[config.mk]
export PLATFORM = sky130hd
export DESIGN_NAME = seq_multiplier
export DESIGN_NICKNAME = d
export VERILOG_FILES = /design/src/rtl/seq_multiplier.sv
export SDC_FILE = /design/constraint.sdc
export NUM_CORES = 1
export LEC_CHECK = 0
export BUFFER_PORTS_ARGS = -buffer_cell sky130_fd_sc_hd__buf_2
export CORE_ASPECT_RATIO = 1.1
export CORE_UTILIZATION = 50
export CTS_BUF_LIST = sky130_fd_sc_hd__clkbuf_4 sky130_fd_sc_hd__clkbuf_8 sky130_fd_sc_hd__clkbuf_16
export DETAILED_ROUTE_END_ITERATION = 10
export GPL_TIMING_DRIVEN = 0
export PLACE_DENSITY = 0.78
export SLEW_MARGIN = 15
export SYNTH_ARGS = -nofsm -noshare
export SYNTH_HDL_FRONTEND = slang
export SYNTH_SLANG_ARGS = --single-unit
[constraint.sdc]
create_clock -name clk -period 3.3 [get_ports clk]
set_clock_uncertainty 0.05 [all_clocks]
set_input_delay 0.495 -clock clk [delete_from_list [all_inputs] [get_ports clk]]
set_output_delay 0.495 -clock clk [all_outputs]
set_load 0.02 [all_outputs]
[src/rtl/seq_multiplier.sv]
// Sequential shift-and-add multiplier, W iterations per operation, signed or unsigned.
// Latency: W edges from the start-sampling edge to done; product held until the next completion.
module seq_multiplier #(
  parameter int W = 5
) (
  input  logic             clk,
  input  logic             rst,
  input  logic             start,
  input  logic             signed_mode,
  input  logic [W-1:0]     a,
  input  logic [W-1:0]     b,
  output logic             busy,
  output logic             done,
  output logic [2*W-1:0]   product
);

  localparam int CW = $clog2(W);

  typedef enum logic [1:0] {IDLE, RUN, DONE} state_t;

  state_t          state;
  logic [2*W-1:0]  mcand;
  logic [2*W-1:0]  acc;
  logic [W-1:0]    mplier;
  logic [CW-1:0]   cnt;
  logic            neg;

  logic [W-1:0]    a_mag;
  logic [W-1:0]    b_mag;
  logic [2*W-1:0]  acc_sum;
  logic [2*W-1:0]  acc_res;

  // Magnitude of the most negative value is 2^(W-1), which still fits as W-bit unsigned.
  assign a_mag   = (signed_mode && a[W-1]) ? -a : a;
  assign b_mag   = (signed_mode && b[W-1]) ? -b : b;
  assign acc_sum = acc + (mplier[0] ? mcand : '0);
  assign acc_res = neg ? -acc_sum : acc_sum;

  always_ff @(posedge clk or posedge rst) begin
    if (rst) begin
      state   <= IDLE;
      mcand   <= '0;
      acc     <= '0;
      mplier  <= '0;
      cnt     <= '0;
      neg     <= 1'b0;
      busy    <= 1'b0;
      done    <= 1'b0;
      product <= '0;
    end else begin
      case (state)
        IDLE: begin
          if (start) begin
            mcand  <= {{W{1'b0}}, a_mag};
            mplier <= b_mag;
            neg    <= signed_mode & (a[W-1] ^ b[W-1]);
            acc    <= '0;
            cnt    <= '0;
            busy   <= 1'b1;
            state  <= RUN;
          end
        end
        RUN: begin
          acc    <= acc_sum;
          mcand  <= mcand << 1;
          mplier <= mplier >> 1;
          cnt    <= cnt + CW'(1);
          if (cnt == CW'(W - 1)) begin
            product <= acc_res;
            done    <= 1'b1;
            state   <= DONE;
          end
        end
        DONE: begin
          done  <= 1'b0;
          busy  <= 1'b0;
          state <= IDLE;
        end
        default: begin
          state <= IDLE;
        end
      endcase
    end
  end

endmodule

==> metrics.yaml, run 1 <==
place_congestion: 0.859
internal_power_uw: 1780
yosysTopAreaCell: "dfrtp_1"
synth_flop_cell: "dfrtp_1"
fin_cells: 361
ant_nets: 0
portBuffers: 24
num_antenna_cells: 0
netSwitchingPower_uw: 1500
power_frac_comb_pct: 60.2
coreArea_um2: 5000
initial_core_util_pct: 51.7
antenna_found_initial: 0
grt_pass1_wl_um: 9750
timing.final.crit_share_pct: 92.8
slew_headroom_pct: 46.6
drt-total-wl_um: 5580
setup_viol: 0
dp_hpwl_um: 4280
num_vias: 2144
synthArstFlopShare_pct: 100
rsz0062_at_grt: "false"
yosysSeqAreaShare_pct: 41.6
crit_path_max_fanout: 12
cts_root_buf: "clkbuf_8"
firstDrtPassIters: 4
clock_path_buffers: 2
synth_edf_count: 0
postSynthCellCount: 271
grt_pass1_vias: 2123
avgSynthCellArea_um2: 9.53
final_nets: 331
drv_slew: 0
die_h_um: 77.4
max-cap-violations: 0
cp-start-kind: "flip-flop"
swShare_pct: 45.7
ir_worst_vdd_mv: 0.504
cts.hold.buffers_added: 0
clock_power_share_pct: 11.6
yosys-top-cells-area: "dfrtp_1 (42%), ha_1 (6.8%), nand2_1 (4.1%)"
viasPerCell: 5.94
drive_gt1_share_pct: 16.8
end_kind: "flip-flop"
path_class: "flip-flop to flip-flop"
track_usage_pct: 22.7
yosys_warnings: 0
crit_path_cell_trace: "and2_1 > ha_1 > fa_1 > a21oi_2 > nor3_1 > or4_4 > buf_6 > a2111oi_4 > mux2i_1 > nand3_1"
drt_iter0_drc: 160
final-hold-violation-count: 0
cts_buffers: 5
htreeDepth: 2
cts.reportedPaths.clkPinSlew_ns: 0.09
crit_slowest_cell: "or4_4"
post_cts_buffers: 0
pwr_density_cell_nw_per_um2: 1130
slowest_delay_ns: 0.50
cp-startpoint: "mplier[0]"
netlist_area_um2: 2580
rows: 27
place_inst: 354
status: "finished, final reports clean"
cts_resized: 0
crit-reg2reg-launch: "mplier[0]"
overflow: 0
critical_path_required_ns: 3.44
syn_nets: 300
max_freq_ghz: 0.327
synth_cell_types: 54
fin_crit_ns: 3.06
fin_tns_setup_ns: 0
p_leak_uw: 0.00134
wl_per_cell_um: 15.5
drc: 0
grt_max_degree: 29
tritoncts: "yes"
cts_sinks: 43
die_area_um2: 5460
clkLatencyLatePin_ns: 0.30
cp.arrival_ns: 3.20
p_seq_share_pct: 28.2
hp-class: "input pin to async pin"
die_w_um: 70.5
syn2layout_area_growth_pct: 12.3
worst_pin_slew_ns: 0.794
synth_top_area_share_pct: 41.6
pin_count: 26
synth_seq_cells: 43
-- placed cells by master (no fill, tap or decap), types with 8 or more instances in the layout --
cell,count
nor2_1,15
o21ai_0,17
buf_2,24
nand2_1,28
a21oi_1,19
dfrtp_1,43
nand3_1,8
a22o_1,12
ha_1,14
inv_1,11
xor2_1,8
o22ai_1,15
and2_1,10
-- final timing paths --
kind	endpoint	depth (start not counted)	slack (ns)
worst max register to register	product[8]	10	0.24
min in group clk	mcand[0]	2	0.41
worst max-delay path	product[8]	10	0.24
worst min register to register	product[0]	2	0.43
worst min-delay path	acc[1]	2	0.11
max in group asynchronous	acc[6]	3	2.61
-- cells by family after synthesis --
group           Yosys count  synth area share (%)
simple gates             80                  15.3
fa+ha+maj                15                  7.55
compound gates           90                  24.6
buf+inv                  24                  4.21
flops                    43                  41.6
xor+xnor                 15                  5.08
mux                       4                  1.60
-- layer usage --
layer | GRT usage, % | share of wire, % | vias up
met4 | 8.20 | 1.5 | 0
met3 | 4.55 | 2.7 | 8
met5 | 0 | 0 | -
li1 | - | - | 1057
met1 | 28.3 | 46 | 1035
met2 | 39.0 | 50 | 44
-- sequential cells by signal, indices dropped and copies added (netlist names) --
signal and cells:
mplier 5, product 10, acc 10, cnt 3
busy 1, state 2, neg 1, done 1
mcand 10
-- Yosys cell counts, types with 2 or more instances --
cell	number
a21o_1	2
a21o_2	2
a21oi_1	20
a22o_1	12
a32o_1	2
and2_1	10
buf_6	2
clkbuf_1	7
clkinv_1	2
dfrtp_1	43
ha_1	14
inv_1	12
mux2i_1	3
nand2_1	28
nand2b_1	3
nand3_1	8
nand4_1	2
nor2_1	15
nor3_1	2
o21ai_0	17
o22ai_1	15
o311ai_0	3
o31ai_1	2
or2_2	2
xnor2_1	7
xor2_1	8
-- power by group through the flow --
stage          clock [uW]  combinational, uW  sequential (uW)
3_5_place_dp            0               1970              924
2_1_floorplan           0               1470              964
4_1_cts               386               1980              913
6_report              380               1970              923
3_3_place_gp            0               1910              911
5_1_grt               411               2200              958
-- per-stage QoR --
| step | power (uW) | setup WS [ns] | hold WS, ns | utilization (%) | instance area (um2) |
|---|---|---|---|---|---|
| final | 3280 | 0.238 | 0.113 | 58.0 | 2900 |
| after global routing | 3570 | 0.0508 | 0.139 | 58.0 | 2900 |
| after CTS | 3280 | 0.0689 | 0.122 | 58.0 | 2900 |
| after detailed placement | 2890 | 0.0788 | 0.416 | 55.9 | 2800 |
| after global placement | 2820 | 0.0907 | 0.408 | 55.5 | 2780 |
| after floorplan | 2430 | 0.361 | 0.406 | - | 2580 |
-- layout make-up --
type | count | area (um2)
Buffer | 9 | 52.6
Multi-Input combinational cell | 204 | 1400
Fill cell | 457 | 2100
Tap cell | 58 | 72.6
Inverter | 14 | 52.6
Sequential cell | 43 | 1080
Timing Repair Buffer | 25 | 140
Clock buffer | 8 | 104
-- critical path: cells and delay by family, from the launching register on --
| kind | cells | cell delay, ns |
|---|---|---|
| muxes | 1 | 0.22 |
| DFF | 1 | 0.48 |
| AOI/OAI and AO/OA | 2 | 0.54 |
| adders and majority gates | 2 | 0.64 |
| buffers and inverters | 1 | 0.15 |
| and+or+nand+nor | 4 | 0.86 |
(Power assumes the default switching activity.)
==> run 2: changes to the inputs <==
- CORE_UTILIZATION: 50 -> 59
- PLACE_DENSITY: 0.78 -> 0.89
==> run 2 against run 1 <==
Compared with the run above:
- total power rose by 2.1%
- sequential cell count unchanged
- global-route usage increased by 4.8 points
- highest routed layer unchanged
==> metrics.yaml, run 2 (synthesis results as in run 1) <==
viasPerCell: 6.32  # +6.3%
pin_count: 26  # unchanged
antenna_found_initial: 0  # unchanged
syn2layout_area_growth_pct: 12.7
track_usage_pct: 27.5  # +4.8 points
crit_path_max_fanout: 12  # unchanged
crit_path_cell_trace: "and2_1 > ha_1 > fa_1 > a21oi_2 > nor3_1 > or4_4 > buf_6 > a2111oi_4 > mux2i_1 > nand3_1"
die_h_um: 71.4  # -7.7%
fin_crit_ns: 3.15  # +0.0890 ns
dp_hpwl_um: 4270  # -0.17%
grt_pass1_vias: 2151  # +1.3%
final_cell_mix: "dfrtp_1 (43), nand2_1 (28), buf_2 (24), a21oi_1 (19), o21ai_0 (17)"
cts.hold.buffers_added: 0  # unchanged
die_w_um: 65.1  # -7.7%
crit_slowest_cell: "or4_4"
critPathBufInv: 1  # unchanged
cp.arrival_ns: 3.29  # +0.09 ns
cts_sinks: 43  # unchanged
swShare_pct: 46.5  # +0.81 points
num_antenna_cells: 0  # unchanged
coreArea_um2: 4080  # -18%
drive_gt1_share_pct: 16.8  # unchanged
reg.largest.list: "acc (10), mcand (10), product (10)"
portBuffers: 24  # unchanged
grt_max_degree: 26  # -10%
drv_slew: 0  # unchanged
path_class: "flip-flop to flip-flop"
drc: 0  # unchanged
initial_core_util_pct: 63.3  # +12 points
ant_nets: 0  # unchanged
cts.reportedPaths.clkPinSlew_ns: 0.08  # about the same
overflow: 0  # unchanged
grt_pass1_wl_um: 9750  # unchanged
clock_power_share_pct: 11.4  # -0.2 points
cp-start-kind: "flip-flop"
setup_viol: 0  # unchanged
fin_tns_setup_ns: 0  # unchanged
clock_path_buffers: 2  # unchanged
slowest_delay_ns: 0.51  # about the same
finalHoldWorstSlack_ns: 0.142  # +0.0282 ns
power_frac_comb_pct: 60.9  # +0.7 points
multi_input_area_um2: 1420  # +0.89%
max-cap-violations: 0  # unchanged
hp-class: "input pin to async pin"
slew_headroom_pct: 47.2  # +0.58 points
p_leak_uw: 0.00134  # +0.28%
cts_root_buf: "clkbuf_8"
timing.final.crit_share_pct: 95.5  # +2.7 points
seqCellArea_um2: 1080  # unchanged
firstDrtPassIters: 4  # unchanged
drt_iter0_drc: 151  # -5.6%
clkLatencyLatePin_ns: 0.30  # about the same
num_vias: 2242  # +4.6%
ir_worst_vdd_mv: 0.575  # +14%
internal_power_uw: 1790  # +0.56%
place_congestion: 0.888  # +3.4%
final_nets: 331  # unchanged
status: "finished, final reports clean"
netSwitchingPower_uw: 1560  # +3.9%
tritoncts: "yes"
nFillCells: 314  # -31%
die_area_um2: 4650  # -15%
final_common_cell: "dfrtp_1"
finalPower_uw: 3350  # +2.1%
fin_area_um2: 2910  # +0.43%
wl_per_cell_um: 16.5  # +6.8%
pwr_density_cell_nw_per_um2: 1150  # +1.6%
end_kind: "flip-flop"
final-hold-violation-count: 0  # unchanged
cts_buffers: 5  # unchanged
worst_pin_slew_ns: 0.785  # -0.00858 ns
max_freq_ghz: 0.317  # -2.8%
rows: 24  # -11%
p_seq_share_pct: 27.7  # -0.5 points
critical_path_required_ns: 3.44  # about the same
path_delay_family: "simple AND/OR/NAND/NOR gates"
drt-total-wl_um: 5860  # +5.1%
placed_area_um2: 2800  # unchanged
htreeDepth: 2  # unchanged
-- run 2: cell types whose count changed in the layout (fill, tap and decap cells not counted) --
| cell | delta |
|---|---|
| a2111oi_2 | -1 |
| buf_12 | -1 |
| a2111oi_4 | +1 |
| buf_16 | +1 |
-- run 2: path summary, 6_finish.rpt --
check	slack, ns	cells after the start	end	startpoint
hold / removal	0.14	2	mplier[3]	rst
setup / recovery	0.15	10	product[8]	mplier[0]
setup reg to reg	0.15	10	product[8]	mplier[0]
min in group clk	0.39	2	mcand[0]	a[0]
max in group asynchronous	2.58	3	state[0]	rst
hold reg to reg	0.43	2	product[2]	product[2]
-- run 2: layout make-up --
type / count / area share [%]
sequential: 43 / 36.9
clock buffer: 8 / 3.57
timing repair buffer: 25 / 5.07
tap: 52 / 2.23
inverter: 14 / 1.80
buffer: 9 / 1.80
multi-input combinational: 204 / 48.6
-- run 2: what timing repair did --
action,CTS,global route
resized for setup,1,1
gates cloned,0,0
setup endpoints to repair,1,2
pin swaps,0,0
buffers inserted,0,0
-- run 2: layer usage --
| layer | track usage (%) | wire [um] | vias up |
|---|---|---|---|
| met1 | 32.6 | 2470 | 1109 |
| li1 | - | - | 1055 |
| met4 | 12.6 | 138 | 0 |
| met2 | 48.0 | 3030 | 64 |
| met3 | 5.10 | 224 | 14 |
| met5 | 0 | 0 | - |
-- run 2: stage by stage --
step / setup slack, ns / util (%) / cells
final: 0.149 / 71.3 / 355
after detailed placement: 0.00941 / 68.5 / 348
after global routing: -0.0385 / 71.3 / 355
after CTS: 0.0400 / 71.1 / 356
after floorplan: 0.361 / - / 271
after global placement: 0.0680 / 67.8 / 347
-- run 2: power by group through the flow --
stage               Clock [uW]  Sequential (uW)  Combinational (uW)
finish                     380              926                2040
CTS                        386              917                2000
floorplan                    0              964                1470
detailed placement           0              926                1960
global route               408              960                2220
global placement             0              915                1880
==> run 3: changes to the inputs <==
- PLACE_DENSITY: 0.89 -> 0.85
==> run 3 against run 2 <==
Compared with the run above:
- global-route usage fell by 1.1 points
- largest cell class unchanged
- register-to-register slack improved by 0.07 ns
- non-clock buffer count is the same
==> metrics.yaml, run 3 (synthesis results as in run 1) <==
htreeDepth: 2  # unchanged
status: "finished, final reports clean"
reg2reg_slack_ns: 0.21  # +0.07 ns
die_area_um2: 4650  # unchanged
placed_area_um2: 2790  # -0.27%
cts_root_buf: "clkbuf_8"
clkLatencyLatePin_ns: 0.29  # about the same
pwr_density_cell_nw_per_um2: 1130  # -1.7%
critical_path_required_ns: 3.43  # about the same
fin_crit_ns: 3.09  # -0.0658 ns
max_freq_ghz: 0.324  # +2.1%
max-cap-violations: 0  # unchanged
fin_area_um2: 2880  # -1.2%
post_cts_buffers: 0  # unchanged
wl_per_cell_um: 15.5  # -5.9%
num_vias: 2161  # -3.6%
final_nets: 331  # unchanged
final_common_cell: "dfrtp_1"
end_kind: "flip-flop"
portBuffers: 24  # unchanged
grt_pass1_wl_um: 9430  # -3.3%
cp.arrival_ns: 3.22  # -0.07 ns
viasPerCell: 6.10  # -3.3%
firstDrtPassIters: 4  # unchanged
pin_count: 26  # unchanged
drv_slew: 0  # unchanged
cts_buffers: 5  # unchanged
ir_worst_vdd_mv: 0.669  # +16%
clock_path_buffers: 2  # unchanged
hp-class: "input pin to async pin"
cp-start-kind: "flip-flop"
reg.largest.list: "acc (10), mcand (10), product (10)"
cts_sinks: 43  # unchanged
overflow: 0  # unchanged
num_antenna_cells: 0  # unchanged
fin_tns_setup_ns: 0  # unchanged
drt-total-wl_um: 5500  # -6.2%
die_w_um: 65.1  # unchanged
p_leak_uw: 0.00133  # -0.87%
grt_max_degree: 29  # +12%
grt_pass1_vias: 2042  # -5.1%
dp_hpwl_um: 4290  # +0.60%
syn2layout_area_growth_pct: 11.3
antenna_found_initial: 0  # unchanged
rows: 24  # unchanged
drc: 0  # unchanged
r2r-end: "product[8]"
die_h_um: 71.4  # unchanged
initial_core_util_pct: 63.3  # unchanged
rsz0062_at_grt: "false"
tritoncts: "yes"
path_class: "flip-flop to flip-flop"
final-hold-violation-count: 0  # unchanged
timing.final.crit_share_pct: 93.5  # -2.0 points
worst_pin_slew_ns: 0.713  # -0.0721 ns
setup_viol: 0  # unchanged
final_cell_mix: "dfrtp_1 (43), nand2_1 (28), buf_2 (24), a21oi_1 (19), o21ai_0 (17)"
crit-reg2reg-launch: "mplier[0]"
place_congestion: 0.848  # -4.5%
track_usage_pct: 26.4  # -1.1 points
ff2ff_path_depth: 10  # unchanged
slew_headroom_pct: 52.0  # +4.8 points
drive_gt1_share_pct: 16.6  # -0.28 points
crit_path_max_fanout: 12  # unchanged
ant_nets: 0  # unchanged
drt_iter0_drc: 149  # -1.3%
coreArea_um2: 4080  # unchanged
cts.reportedPaths.clkPinSlew_ns: 0.08  # about the same
[run 3: worst max-delay path by stage]
stage / start / to / slack (ns) / cells past startpoint
4_1_cts: mplier[0] / product[8] / 0.008 / 11
3_5_place_dp: mplier[0] / product[8] / 0.03 / 11
6_report: mplier[0] / product[8] / 0.21 / 10
5_1_grt: mplier[0] / product[8] / 0.02 / 10
2_1_floorplan: mplier[0] / product[8] / 0.36 / 11
3_3_place_gp: mplier[0] / product[8] / 0.06 / 11
[run 3: cell type report]
cell class | count | area [um2]
Multi-Input combinational cell | 204 | 1400
Timing Repair Buffer | 25 | 140
Sequential cell | 43 | 1080
Buffer | 9 | 52.6
Clock buffer | 6 | 82.6
Tap cell | 52 | 65.1
Fill cell | 335 | 1210
Inverter | 14 | 52.6
Clock inverter | 1 | 5.00
[run 3: critical path, stage by stage (launching register included)]
cell and delay [ns]:
dfrtp_1 0.49, and2_1 0.21, ha_1 0.20, fa_1 0.44, a21oi_2 0.20, nor3_1 0.07, or4_4 0.51, buf_6 0.15
a2111oi_4 0.34, mux2i_1 0.23, nand3_1 0.09
[run 3: routing by layer]
metal | track usage (%) | share of wire (%) | vias to the layer above
met3 | 4.14 | 3.4 | 9
met1 | 33.1 | 44 | 1048
met2 | 46.3 | 51 | 50
met4 | 8.94 | 2.1 | 0
li1 | - | - | 1054
met5 | 0 | 0 | -
[run 3: metrics by stage]
step                util, %  hold slack, ns  setup slack, ns  power (uW)  std cells
global route           70.4           0.152           0.0150        3490        354
floorplan                 -           0.406            0.361        2430        271
CTS                    70.4           0.128          0.00837        3240        355
global placement       67.8           0.407           0.0605        2810        347
finish                 70.4           0.115            0.214        3250        354
detailed placement     68.3           0.414           0.0283        2890        348
[run 3: power breakdown]
part | switching, uW | internal [uW] | leakage (uW)
Sequential | 168 | 759 | 0.000535
Clock | 179 | 164 | 0.0000470
Combinational | 1150 | 824 | 0.000747
Total | 1500 | 1750 | 0.00133
[run 3: timing repair]
item / in CTS / in global routing
resized for setup: 0 / 1
hold buffers: 0 / 0
endpoints found under the setup margin: 0 / 2
